### src/rtl/reorder_buffer.sv
// ============================================================================
// Module   : reorder_buffer
// Purpose  : Circular in-order retirement buffer. Results arrive out of order
//            on the CDB and retire in order from the head.
// Options  : REORDER_BUFFER_BYPASS_EN forwards same-cycle CDB results to the
//            read and commit ports.
// Revision : 1.0 - initial release
// ============================================================================
`default_nettype none

module reorder_buffer #(
  parameter int REORDER_BUFFER_SIZE_LOG = 4,
  parameter int REGISTER_NUMBER_LOG     = 5,
  parameter int DATA_WIDTH              = 32
) (
  input  logic                               clk,
  input  logic                               reset,
  input  logic                               allocValid,
  input  logic [REGISTER_NUMBER_LOG-1:0]     allocDest,
  output logic                               allocReady,
  output logic [REORDER_BUFFER_SIZE_LOG-1:0] allocTag,
  input  logic                               cdbValid,
  input  logic [REORDER_BUFFER_SIZE_LOG-1:0] cdbTag,
  input  logic [DATA_WIDTH-1:0]              cdbValue,
  input  logic [REORDER_BUFFER_SIZE_LOG-1:0] readTagA,
  input  logic [REORDER_BUFFER_SIZE_LOG-1:0] readTagB,
  output logic                               readReadyA,
  output logic                               readReadyB,
  output logic [DATA_WIDTH-1:0]              readDataA,
  output logic [DATA_WIDTH-1:0]              readDataB,
  output logic                               commitValid,
  output logic [REGISTER_NUMBER_LOG-1:0]     commitDest,
  output logic [DATA_WIDTH-1:0]              commitValue,
  output logic [REORDER_BUFFER_SIZE_LOG-1:0] commitTag,
  input  logic                               commitReady,
  input  logic                               flush,
  output logic [REORDER_BUFFER_SIZE_LOG:0]   count
);

  localparam int c_ENTRIES = 1 << REORDER_BUFFER_SIZE_LOG;
  localparam logic [REORDER_BUFFER_SIZE_LOG:0] c_FULL = {1'b1, {REORDER_BUFFER_SIZE_LOG{1'b0}}};

  logic [c_ENTRIES-1:0]               r_busy;
  logic [c_ENTRIES-1:0]               r_done;
  logic [REGISTER_NUMBER_LOG-1:0]     r_dest  [c_ENTRIES];
  logic [DATA_WIDTH-1:0]              r_value [c_ENTRIES];
  logic [REORDER_BUFFER_SIZE_LOG-1:0] r_head;
  logic [REORDER_BUFFER_SIZE_LOG-1:0] r_tail;
  logic [REORDER_BUFFER_SIZE_LOG:0]   r_count;

  logic                               w_alloc;
  logic                               w_commit;
  logic                               w_cdb_hit;
  logic                               w_head_fwd;
  logic                               w_commit_valid;
  logic [REORDER_BUFFER_SIZE_LOG-1:0] w_rd_tag   [2];
  logic [1:0]                         w_rd_ready;
  logic [DATA_WIDTH-1:0]              w_rd_data  [2];

  // Space is judged from the registered count only, so a commit in the same
  // cycle never makes room for an alloc.
  assign allocReady = (r_count != c_FULL);
  assign allocTag   = r_tail;
  assign count      = r_count;

  assign w_alloc   = allocValid && allocReady;
  assign w_cdb_hit = cdbValid && r_busy[cdbTag];
  assign w_commit  = w_commit_valid && commitReady;

`ifdef REORDER_BUFFER_BYPASS_EN
  assign w_head_fwd = cdbValid && (cdbTag == r_head);
`else
  assign w_head_fwd = 1'b0;
`endif

  assign w_commit_valid = r_busy[r_head] && (r_done[r_head] || w_head_fwd);
  assign commitValid    = w_commit_valid;
  assign commitTag      = r_head;
  assign commitDest     = w_commit_valid ? r_dest[r_head] : '0;
  assign commitValue    = !w_commit_valid ? '0 : (w_head_fwd ? cdbValue : r_value[r_head]);

  assign w_rd_tag[0] = readTagA;
  assign w_rd_tag[1] = readTagB;

  generate
    for (genvar p = 0; p < 2; p++) begin : g_read_port
      logic w_fwd;
`ifdef REORDER_BUFFER_BYPASS_EN
      assign w_fwd = cdbValid && (cdbTag == w_rd_tag[p]);
`else
      assign w_fwd = 1'b0;
`endif
      assign w_rd_ready[p] = r_busy[w_rd_tag[p]] && (r_done[w_rd_tag[p]] || w_fwd);
      assign w_rd_data[p]  = !w_rd_ready[p] ? '0 : (w_fwd ? cdbValue : r_value[w_rd_tag[p]]);
    end
  endgenerate

  assign readReadyA = w_rd_ready[0];
  assign readReadyB = w_rd_ready[1];
  assign readDataA  = w_rd_data[0];
  assign readDataB  = w_rd_data[1];

  // Control state. The tail entry is never busy while an alloc is accepted,
  // so a CDB write aimed at it is dropped and alloc's done=0 stands.
  always_ff @(posedge clk or posedge reset) begin
    if (reset) begin
      r_busy  <= '0;
      r_done  <= '0;
      r_head  <= '0;
      r_tail  <= '0;
      r_count <= '0;
    end else if (flush) begin
      r_busy  <= '0;
      r_done  <= '0;
      r_head  <= '0;
      r_tail  <= '0;
      r_count <= '0;
    end else begin
      if (w_cdb_hit) begin
        r_done[cdbTag] <= 1'b1;
      end
      if (w_commit) begin
        r_busy[r_head] <= 1'b0;
        r_head         <= r_head + 1'b1;
      end
      if (w_alloc) begin
        r_busy[r_tail] <= 1'b1;
        r_done[r_tail] <= 1'b0;
        r_tail         <= r_tail + 1'b1;
      end
      case ({w_alloc, w_commit})
        2'b10:   r_count <= r_count + 1'b1;
        2'b01:   r_count <= r_count - 1'b1;
        default: r_count <= r_count;
      endcase
    end
  end

  // Payload storage needs no reset: it is only visible behind busy/done.
  always_ff @(posedge clk) begin
    if (!reset && !flush) begin
      if (w_alloc) begin
        r_dest[r_tail] <= allocDest;
      end
      if (w_cdb_hit) begin
        r_value[cdbTag] <= cdbValue;
      end
    end
  end

endmodule

`default_nettype wire

### config.mk
export PLATFORM = sky130hd
export DESIGN_NAME = reorder_buffer
export DESIGN_NICKNAME = d
export VERILOG_FILES = /design/src/rtl/reorder_buffer.sv
export SDC_FILE = /design/constraint.sdc
export NUM_CORES = 1
export LEC_CHECK = 0
export ABC_AREA = 0
export CORE_MARGIN = 3
export CORE_UTILIZATION = 45
export CTS_CLUSTER_SIZE = 24
export DETAILED_ROUTE_END_ITERATION = 8
export GPL_ROUTABILITY_DRIVEN = 0
export PLACE_DENSITY = 0.65
export SKIP_CTS_REPAIR_TIMING = 1
export SYNTH_ARGS = -nofsm -noshare
export SYNTH_HDL_FRONTEND = slang
export SYNTH_SLANG_ARGS = --single-unit
### constraint.sdc
create_clock -name clk -period 9.05 [get_ports clk]
set_input_delay 1.3575 -clock clk [delete_from_list [all_inputs] [get_ports clk]]
set_output_delay 1.3575 -clock clk [all_outputs]
set_load 0.005 [all_outputs]
Yosys cells after proc, flatten, opt, wreduce, memory -nomap -nowiden
Memories as Yosys holds them, arrays and structs flattened.
Index checks and enable logic that the tools add are counted.

word-level totals
  flip-flop bits (word level) = 45
  bits in writable memories = 592
  input bits = 55
  logic and storage cells = 87
  memories = 2

memory list
  name     words  bits a word  read ports  clocked after memory_dff  wr ports  line  RTL
  r_value  16     32           3           0                         1         46    logic [DATA_WIDTH-1:0] r_value [c_ENTRIES];
  r_dest   16     5            1           0                         1         45    logic [REGISTER_NUMBER_LOG-1:0] r_dest [c_ENTRIES];

operators by class
  add/sub/neg operators = 4
  order comparisons = 8
  equality and inequality tests = 3
  mux-type cells = 44
  bitwise logic cells = 6
  reduce and logical (&&, ||, !) cells = 15

operators with widths
  kind                                                                   number
  16-bit 2-to-1 mux                                                      8
  32-bit 2-to-1 mux                                                      3
  16-bit AND                                                             2
  16-bit NOT                                                             2
  16-bit OR                                                              2
  1-bit binary-select mux with 4-bit select                              7
  4-bit by 5-bit < comparator with 1-bit output, second input constant   5
  1-bit 2-to-1 mux                                                       16
  4-bit 2-to-1 mux                                                       4
  1-bit demux with 4-bit select                                          3
  4-bit by 1-bit >= comparator with 1-bit output, second input constant  3
  1-bit logical AND                                                      10
  5-bit 2-to-1 mux                                                       2
  5-bit case mux with 2 select lines                                     1
  4-bit by 1-bit adder with 4-bit output, second input constant          2
  5-bit by 1-bit adder with 5-bit output, second input constant          1
  5-bit inequality test, second input constant                           1
  5-bit by 1-bit subtractor with 5-bit output, second input constant     1
  2-bit nonzero test                                                     2
  3-bit nonzero test                                                     1
  2-bit by 1-bit == test with 1-bit output, second input constant        1
  2-bit == test, second input constant                                   1
  1-bit logical NOT                                                      2

Depth between registers and ports, before layout
  depth after elaboration = 11
  gate-level depth with buffers = 16

Worst setup path after synthesis
OpenSTA, ideal clock, no wires.

  path type = in2out
  from = input port readTagA[0]
  to = output port readDataA[0]
  data arrival time = 3.278 ns
  data required time = 7.693 ns
  setup slack = 4.414 ns
  stages on the path = 6
  buffers on the path = 3
  cells stage by stage = clkbuf_1 -> clkbuf_1 -> buf_2 -> mux4_2 -> mux4_2 -> nor2b_1

on the way
  cells in the longest elaborated chain, start to end = 4

ends and longest elaborated chain
  element                                    line  RTL
  start, declared                            25    input logic [REORDER_BUFFER_SIZE_LOG-1:0] readTagA,
  1-bit binary-select mux with 4-bit select  93    assign w_rd_ready[p] = r_busy[w_rd_tag[p]] && (r_done[w_rd_tag[p]] || w_fwd);
  1-bit 2-to-1 mux (implied by the code)     93
  1-bit logical AND                          93
  32-bit 2-to-1 mux *                        94    assign w_rd_data[p] = !w_rd_ready[p] ? '0 : (w_fwd ? cdbValue : r_value[w_rd_tag[p]]);
  end, declared                              29    output logic [DATA_WIDTH-1:0] readDataA,

Every way passes the cells marked *; elsewhere a longest branch is shown, timed or not. The select of a mux whose other input is x is not followed.

Worst setup path in the final report
  from = register r_head[1], in the netlist commitTag[1]
  to = output port commitValue[22]

on the way
  cells in the longest elaborated chain, start to end = 4

ends and longest elaborated chain
  element                                    line  RTL
  start, declared                            47    logic [REORDER_BUFFER_SIZE_LOG-1:0] r_head;
  start signal, assigned                     124   r_head <= r_head + 1'b1;
  1-bit binary-select mux with 4-bit select  76    assign w_commit_valid = r_busy[r_head] && (r_done[r_head] || w_head_fwd);
  1-bit 2-to-1 mux (implied by the code)     76
  1-bit logical AND                          76
  32-bit 2-to-1 mux *                        80    assign commitValue = !w_commit_valid ? '0 : (w_head_fwd ? cdbValue : r_value[r_head]);
  end, declared                              33    output logic [DATA_WIDTH-1:0] commitValue,

Marks and branches as above.

==> impl_metrics.ini <==
[logic_synthesis]
syn-num-nets = 1747
async_flop_share = 0.0706
synth_edf_count = 592
ys_warn_count = 0
syn_area_sq_um = 33400
synthesis.instances = 1682
yosysTopAreaCellShare = 0.532
synth_seq_cells = 637
post_synth.cell_area_avg_sq_um = 19.9
synth_cell_types = 48
ys_top_cells_by_area = edfxtp_1, mux4_2, dfrtp_1
yosys_most_used_dff = edfxtp_1
synth-seq-area-share = 0.565
synth_top_area_cell = edfxtp_1

[clock_tree]
cts_buffer_depth = 3
root_buffer = clkbuf_16
htree_num_levels = 3
clock_latency_ns = 0.60
numClockSinks = 637
cts_tree = done
numCtsBuffers = 72
clk_pin_slew_ns = 0.06

[grt]
grt-ovfl-total = 0
grt_pass1_vias = 20000
grt_use_total = 0.240
grt_max_degree = 100
grt_pass1_wl_mm = 136
antenna_found_initial = 7

[placed_design]
place.port_buffers = 172
place_ws_ns = 3.04
place_hpwl_mm = 52.8
placed_area_sq_um = 36200

[final_layout]
drive_gt1_frac = 0.378
fin_area_sq_um = 38600
area_growth_pct = 15.3
nets = 1882

[sta]
slew_headroom = 0.265
setup_viol = 0
rsz0062_at_grt = false
finClkSkew_ns = 0.0253
hold_viol = 0
slew_viol_final = 0
worstMarginPinSlew_ns = 1.10
tns_ns = 0
setup_slack_ns = 2.59
fmax_mhz = 155
finalCritPeriodShare = 0.714
period_needed_ns = 6.46

[drt]
drt_wl_total_mm = 92.3
dr.pass1.iters = 6
vias = 19200
vias_per_cell = 6.77
drc = 0
wl_per_cell_microns = 32.6
drtIter0Drc = 2293
drtAntennaViolNets = 0

[status]
status = finished, final reports clean

[setup_path]
crit_cells = 7
r2r_cells = 14
worstPathRequired_ns = 7.69
cp_common_cell = buf_4
cp-start-kind = register
cp.buffers_inverters = 3
cp_slowest_cell = dfrtp_4
critPathMaxStageDelay_ns = 1.08
timing.rr.start = commitTag[1]
crit_path_start = commitTag[1]
crit_family = buffers and inverters
worstPathMaxFanout = 59
cp-end-kind = output pin
critPathKind = reg -> out
crit_arrival_ns = 5.10
cp_cell_sequence = buf_4, o2111ai_1, o2111ai_2, and2_2, buf_4, nor2b_1, clkdlybuf4s50_1

[floorplanning]
start_util = 0.456
fp.dieArea_sq_um = 77600
chipHeight_microns = 279
die_w_microns = 279
io_pins = 173
std_cell_rows = 99
design.core.area_sq_um = 73300

[run]
drv_cap = 0

[min_path]
hp-start = r_busy[10]
hold_class = reg -> reg
worstHoldPathCells = 2

[power]
p_per_area_nw_per_um2 = 172
leakage_nw = 11.7
ir_drop_mv = 0.126
## synthesized netlist by cell type, types with 3 or more instances
master,count
buf_2,42
nor2b_1,104
nor2_1,51
o211ai_1,11
nor3b_1,16
a21oi_1,32
clkbuf_1,78
mux4_2,518
nand3_1,15
ha_1,10
inv_1,14
edfxtp_1,592
xnor2_1,5
xor2_1,5
a31oi_1,5
nand2_1,41
and2_1,4
buf_6,5
buf_1,21
nor3_1,5
mux2i_1,3
nand4_1,7
o21ai_0,25
dfrtp_1,45
## cells by family (layout without fill, tap and decap cells)
kind of cell,after synthesis,count (layout),share of synthesized area
simple gates,253,253,0.0407
other cells,0,5,0
fa+ha+maj,10,10,0.00374
buf+inv,161,350,0.0209
xor+xnor,10,10,0.00262
compound gates,90,90,0.0169
flops,637,637,0.565
mux,521,521,0.350
## power breakdown
part | leakage, nW | total, mW | internal, mW | switching (mW)
clock network | 1.17 | 2.96 | 1.79 | 1.17
registers | 5.94 | 3.23 | 3.22 | 0.00616
logic | 4.55 | 0.457 | 0.228 | 0.229
## stage by stage
stage               power (mW)  std cells  utilization  hold WS, ns
CTS                       6.70       2830        0.526        0.580
floorplan                 3.56       1682            -        0.531
global route              6.85       2831        0.526        0.613
detailed placement        3.75       2702        0.493        0.573
global placement          3.75       2702        0.493        0.564
finish                    6.64       2835        0.526        0.585
## final timing paths
path	endpoint	slack [ns]
worst max-delay path	commitValue[22]	2.59
worst min-delay path	r_busy[10]	0.58
worst max register to register	count[4]	4.48
worst min register to register	r_busy[10]	0.58
max in group asynchronous	commitTag[0]	7.10
min in group asynchronous	count[2]	1.14
## cell usage in the layout, fill, tap and decap left out, types with 10 or more instances in the layout
cell type          n
buf_4             36
edfxtp_1         592
o21ai_0           23
a21oi_1           32
ha_1              10
nand3_1           15
clkdlybuf4s50_1  164
clkinv_2          17
nor2b_1          104
nand2_1           41
clkbuf_16         75
inv_1             12
nor3b_1           16
o211ai_1          11
nor2_4            16
clkbuf_1          12
dfrtp_1           42
nor2_1            35
mux4_2           518
## tightest hold or removal path: cells and delay by family, from the launching register on
family / cells / cell delay [ns]
flip-flops: 1 / 0.40
AO/OA/AOI/OAI: 2 / 0.14
## final cells by class
| class | count | area, sq um |
|---|---|---|
| fillers | 5734 | 34800 |
| flip-flops and latches | 637 | 18900 |
| multi-input cells | 884 | 14000 |
| repair buffers | 208 | 2010 |
| clock buffers | 89 | 1950 |
| well taps | 959 | 1200 |
| clock inverters | 39 | 442 |
| inverters | 14 | 53.8 |
| diodes | 5 | 12.5 |
## layer usage
layer,vias to the layer above,track usage,wire (microns)
li1,7596,-,-
met1,10300,0.331,35800
met2,1085,0.390,45300
met3,172,0.0575,8740
met4,2,0.0637,2410
met5,-,0,12
## sequential cells by signal, indices dropped and copies added, names as in the netlist
| signal | count |
|---|---|
| allocTag | 4 |
| commitTag | 4 |
| count | 5 |
| r_busy | 16 |
| r_dest | 80 |
| r_done | 16 |
| r_value | 512 |
Note: power is estimated with default switching activity, not from simulation.
